===== config.mk =====
export PLATFORM = sky130hd
export DESIGN_NAME = issue_scoreboard
export DESIGN_NICKNAME = d
export VERILOG_FILES = /design/src/rtl/issue_scoreboard_pkg.sv /design/src/rtl/issue_scoreboard_popcount.sv /design/src/rtl/issue_scoreboard.sv
export SDC_FILE = /design/constraint.sdc
export NUM_CORES = 1
export LEC_CHECK = 0
export CAP_MARGIN = 15
export CORE_ASPECT_RATIO = 1.75
export CORE_MARGIN = 1.5
export CORE_UTILIZATION = 55
export CTS_BUF_LIST = sky130_fd_sc_hd__clkbuf_8
export CTS_CLUSTER_DIAMETER = 50
export DETAILED_ROUTE_END_ITERATION = 6
export PLACE_DENSITY = 0.95
export SYNTH_ARGS = -nofsm -noshare
export SYNTH_HDL_FRONTEND = slang
export SYNTH_SLANG_ARGS = --single-unit

===== constraint.sdc =====
create_clock -name clk -period 22 [get_ports clk]
set_input_delay 5.5 -clock clk [delete_from_list [all_inputs] [get_ports clk]]
set_output_delay 5.5 -clock clk [all_outputs]
set_load 0.02 [all_outputs]

===== src/rtl/issue_scoreboard_pkg.sv =====
// issue_scoreboard_pkg: shared widths, non-writing opcode class and issue-register state encoding.
package issue_scoreboard_pkg;
    localparam int SB_LEN_OPECODE = 7;
    localparam int SB_LEN_REGNO = 4;
    localparam int SB_NUM_REGS = 16;
    localparam int SB_LEN_CNT = 5;
    localparam logic [2:0] SB_NOWR_CLASS = 3'b111;
    localparam logic [0:0] ST_EMPTY = 1'b0;
    localparam logic [0:0] ST_FULL = 1'b1;
endpackage


===== src/rtl/issue_scoreboard_popcount.sv =====
// sb_popcount: population count of a reservation vector.
module sb_popcount #(
    parameter int N = 16,
    parameter int W = 5
) (
    input  logic [N-1:0] i_bits,
    output logic [W-1:0] o_cnt
);
    always_comb begin
        o_cnt = '0;
        for (int i = 0; i < N; i++) o_cnt = o_cnt + W'(i_bits[i]);
    end
endmodule


===== src/rtl/issue_scoreboard.sv =====
// issue_scoreboard: in-order single-issue scoreboard with a one-entry issue register.
// Optional ISSUE_SCOREBOARD_WB_BYPASS_EN lets a same-cycle writeback clear a hazard.
module issue_scoreboard
    import issue_scoreboard_pkg::*;
#(
    parameter int LEN_OPECODE = SB_LEN_OPECODE,
    parameter int LEN_REGNO = SB_LEN_REGNO,
    parameter int NUM_REGS = SB_NUM_REGS,
    parameter int LEN_CNT = SB_LEN_CNT
) (
    input  logic                   clk,
    input  logic                   rst,
    input  logic                   dec_valid_i,
    output logic                   dec_ready_o,
    input  logic [LEN_OPECODE-1:0] opecode_i,
    input  logic                   immf_i,
    input  logic [LEN_REGNO-1:0]   rd_i,
    input  logic [LEN_REGNO-1:0]   rs_i,
    output logic                   iss_valid_o,
    input  logic                   iss_ready_i,
    output logic [LEN_OPECODE-1:0] iss_opecode_o,
    output logic                   iss_immf_o,
    output logic [LEN_REGNO-1:0]   iss_rd_o,
    output logic [LEN_REGNO-1:0]   iss_rs_o,
    input  logic                   wb_i,
    input  logic [LEN_REGNO-1:0]   wb_r_i,
    input  logic                   flush_i,
    output logic [NUM_REGS-1:0]    busy_o,
    output logic [LEN_CNT-1:0]     inflight_o,
    output logic                   sb_err_o
);
    logic [0:0]             r_state;
    logic [LEN_OPECODE-1:0] r_opc;
    logic                   r_immf;
    logic [LEN_REGNO-1:0]   r_rd;
    logic [LEN_REGNO-1:0]   r_rs;
    logic [NUM_REGS-1:0]    r_busy;
    logic [LEN_CNT-1:0]     r_cnt;
    logic                   r_err;
    logic                   w_valid;
    logic                   w_hazard;
    logic                   w_accept;
    logic                   w_wr_new;
    logic                   w_wr_held;
    logic [NUM_REGS-1:0]    w_busy_chk;
    logic [NUM_REGS-1:0]    w_clr_wb;
    logic [NUM_REGS-1:0]    w_clr_fl;
    logic [NUM_REGS-1:0]    w_set;
    logic [NUM_REGS-1:0]    w_busy_nxt;
    logic [LEN_CNT-1:0]     w_cnt_nxt;

    assign w_valid = (r_state == ST_FULL);
    assign w_wr_new = (opecode_i[LEN_OPECODE-1 -: 3] != SB_NOWR_CLASS);
    assign w_wr_held = (r_opc[LEN_OPECODE-1 -: 3] != SB_NOWR_CLASS);
    assign w_clr_wb = wb_i ? (NUM_REGS'(1) << wb_r_i) : '0;
`ifdef ISSUE_SCOREBOARD_WB_BYPASS_EN
    assign w_busy_chk = r_busy & ~w_clr_wb;
`else
    assign w_busy_chk = r_busy;
`endif
    // rd is always a source too, so this also blocks WAW
    assign w_hazard = w_busy_chk[rd_i] | (!immf_i & w_busy_chk[rs_i]);
    assign dec_ready_o = (!w_valid | iss_ready_i) & !w_hazard & !flush_i & !rst;
    assign w_accept = dec_valid_i & dec_ready_o;
    // a flushed instruction only gives back its reservation if it was not taken
    assign w_clr_fl = (flush_i && w_valid && !iss_ready_i && w_wr_held) ? (NUM_REGS'(1) << r_rd) : '0;
    assign w_set = (w_accept && w_wr_new) ? (NUM_REGS'(1) << rd_i) : '0;
    assign w_busy_nxt = (r_busy & ~(w_clr_wb | w_clr_fl)) | w_set;

    sb_popcount #(.N(NUM_REGS), .W(LEN_CNT)) u_popcount (
        .i_bits(w_busy_nxt),
        .o_cnt (w_cnt_nxt)
    );

    always_ff @(posedge clk) begin
        if (rst) begin
            r_state <= ST_EMPTY;
            r_opc   <= '0;
            r_immf  <= 1'b0;
            r_rd    <= '0;
            r_rs    <= '0;
            r_busy  <= '0;
            r_cnt   <= '0;
            r_err   <= 1'b0;
        end else begin
            r_busy <= w_busy_nxt;
            r_cnt  <= w_cnt_nxt;
            if (wb_i && !r_busy[wb_r_i]) r_err <= 1'b1;
            if (flush_i) begin
                r_state <= ST_EMPTY;
            end else if (w_accept) begin
                r_state <= ST_FULL;
                r_opc   <= opecode_i;
                r_immf  <= immf_i;
                r_rd    <= rd_i;
                r_rs    <= rs_i;
            end else if (iss_ready_i) begin
                r_state <= ST_EMPTY;
            end
        end
    end

    assign iss_valid_o = w_valid;
    assign iss_opecode_o = r_opc;
    assign iss_immf_o = r_immf;
    assign iss_rd_o = r_rd;
    assign iss_rs_o = r_rs;
    assign busy_o = r_busy;
    assign inflight_o = r_cnt;
    assign sb_err_o = r_err;
endmodule

==> results.toml <==
[synth]
ys_ff_latch = 39
synth_edf_count = 0
yosysTopAreaCellShare_pct = 29.9
ys.flop_type = "dfxtp_1"
avgSynthCellArea_sq_um = 9.72
yosysTopAreaCell = "dfxtp_1"
synthArstFlopShare_pct = 0
yosysSeqAreaShare_pct = 29.9
synth_cells = 269
syn_area_sq_um = 2620
yosys_warnings = 0
synth_nets = 310
yosysUniqueCellTypes = 45
synth.most_common_cell = "dfxtp_1"
synth.cells.most_frequent = "dfxtp_1 (39), nor2b_1 (19), nand2_1 (15)"
yosys-top-cells-area = "dfxtp_1 (30%), mux4_2 (8.6%), fa_1 (7.7%)"

[global_routing]
track_usage_pct = 32.7
antenna_found_initial = 0
grt_first_pass_wirelength_um = 12100
grt_max_degree = 39
grt_pass1_vias = 2448
grt_overflow_total = 0

[drt]
vias = 2522
wl_per_cell_um = 20.4
postRouteAntennaNets = 0
drc_errors = 0
drtIter0Drc = 136
top_layer_used = "met4"
wl_met2_um = 4050
wl_um = 7690
wl_met3_um = 507
dr.pass1.iters = 5
vias_per_cell = 6.67
drt-met1-wl_um = 2530

[timing]
max_freq_mhz = 72.6
slew_headroom_pct = 56.0
hold_viol = 0
rsz0062_at_grt = "no"
skew_ns = 0.00949
finalSetupViolations = 0
tns_ns = 0
setup_ws_ns = 8.22
worst_pin_slew_ns = 0.659
slew_viol_final = 0
hold_slack_ns = 0.468
post-route-min-period_ns = 13.78
min_period_over_period_pct = 62.6

[place]
dp_hpwl_um = 5960
dp_slack_ns = 8.23
gp_congestion = 0.986
port_buffers = 65

[layout]
diodes = 0
fillers = 345
syn_to_final_growth_pct = 28.8
layout-drive-gt1-share_pct = 13.8
nets = 366

[die]
die_y_um = 94.2
dieArea_sq_um = 5190
ios = 66
core_area_sq_um = 4620
start_util_pct = 56.5
die_w_um = 55.1
rows = 33

[setup_path]
reg2reg_slack_ns = 15.08
cpPeakStageDelay_ns = 0.83
worstSetupEndpointType = "primary output"
startpoint_type = "input port"
path_buf_inv = 2
cp_cell_sequence = "clkdlybuf4s50_1, mux4_2, mux2_2, a221o_1, nor2_1, clkdlybuf4s50_1"
worstPathRequired_ns = 16.50
critPathKind = "in2out"
cpLargestDelayFamily = "buffers and inverters"
arrival_ns = 8.28
worst-path-max-fanout = 15
slowest_stage = "clkdlybuf4s50_1"
cp_common_cell = "clkdlybuf4s50_1"

[clock_network]
cts_setup_buffers = 0
clockRootBuffer = "clkbuf_8"
ctsHoldBuffers = 0
clock_latency_ns = 0.30
cts_max_path_buffers = 2
h-tree-depth = 2
cts_made_buffers = 5
cts_resized = 0
clkTransAtPathRegs_ns = 0.08
cts_num_sinks = 39
cts_tree = "yes"

[pwr]
ir_drop_mv = 0.0423
power_leakage_nw = 1.30
p_per_area_nw_per_um2 = 47.1

[run]
maxCapViolations = 0

[worst_hold_path]
hp-class = "reg2reg"

[run_status]
status = "complete, no violations"
worst register-to-register path, stage by stage, from the launching register on:
cell and delay [ns]:
dfxtp_1 0.38, mux4_2 0.49, mux2_2 0.28, a221o_1 0.38, nand4bb_2 0.68, buf_4 0.47
o41ai_2 0.41, ha_1 0.31, fa_1 0.54, fa_1 0.54, fa_1 0.58, inv_1 0.07
fa_1 0.50, inv_1 0.06, fa_1 0.45, fa_1 0.42, xnor2_1 0.17, nor2_1 0.06
per-stage QoR:
| stage | util, % | power, W | cells | area, sq um |
|---|---|---|---|---|
| after CTS | 72.8 | 0.000158 | 378 | 3370 |
| final | 72.8 | 0.000158 | 378 | 3370 |
| after floorplan | - | 0.0000937 | 269 | 2620 |
| after global routing | 72.8 | 0.000164 | 378 | 3370 |
| after global placement | 70.7 | 0.000106 | 370 | 3270 |
| after detailed placement | 70.7 | 0.000107 | 370 | 3270 |
final timing paths:
check                                               from                  endpoint  cells past startpoint
worst min-delay path            iss_rs_o[1]$_SDFFE_PP0P_  iss_rs_o[1]$_SDFFE_PP0P_                      2
worst max register to register     busy_o[11]$_SDFF_PP0_  inflight_o[2]$_SDFF_PP0_                     17
worst max-delay path                             rd_i[0]               dec_ready_o                      6
worst min register to register  iss_rs_o[1]$_SDFFE_PP0P_  iss_rs_o[1]$_SDFFE_PP0P_                      2
sequential cells by signal, indices dropped and copies added, names as in the netlist:
register and flops:
busy_o 16, iss_opecode_o 7, inflight_o 5, iss_rd_o 4, iss_rs_o 4, iss_immf_o 1, iss_valid_o 1, sb_err_o 1
layout by cell type, fill, tap and decap left out, types with 7 or more instances in the layout:
cell type,synthesis,routed
clkdlybuf4s50_1,0,65
fa_1,10,10
o221ai_1,14,14
nand2_1,15,15
nor2_1,11,11
nor2b_1,19,19
o21ai_0,9,9
nand2b_1,7,7
nand3_1,12,12
inv_1,14,14
mux2i_1,9,9
mux4_2,10,10
o22ai_1,14,14
mux2_2,14,14
dfxtp_1,39,39
logic make-up (layout without fill, tap and decap cells):
logic type / after synthesis / after routing / share of synthesized area, %
and+or+nand+nor: 86 / 86 / 18.2
AOI/OAI and AO/OA: 61 / 61 / 17.7
DFF: 39 / 39 / 29.9
muxes: 33 / 33 / 18.1
buffers and inverters: 33 / 90 / 5.45
adders and majority gates: 15 / 15 / 10.0
xor gates and xnor gates: 2 / 2 / 0.670
area by class of cell:
type / instances / area [sq um] / area share, %
Inverter: 14 / 52.6 / 1.56
Multi-Input combinational cell: 197 / 1700 / 50.4
Clock inverter: 2 / 16.3 / 0.483
Clock buffer: 6 / 82.6 / 2.45
Tap cell: 52 / 65.1 / 1.93
Sequential cell: 39 / 781 / 23.2
Timing Repair Buffer: 68 / 673 / 20.0
metal layers:
| layer | global-route usage [%] | vias up |
|---|---|---|
| met5 | 0 | - |
| met4 | 25.4 | 0 |
| met3 | 10.5 | 63 |
| met2 | 53.0 | 162 |
| met1 | 32.4 | 1182 |
| li1 | - | 1115 |
power by group:
part           switching [W]  leakage, nW   total, W  internal (W)
Sequential        0.00000185        0.316  0.0000746     0.0000727
Clock              0.0000269       0.0474  0.0000525     0.0000256
Combinational      0.0000167        0.940  0.0000314     0.0000148
Total              0.0000454         1.30   0.000158      0.000113
Power figures use the tool's default switching activity.
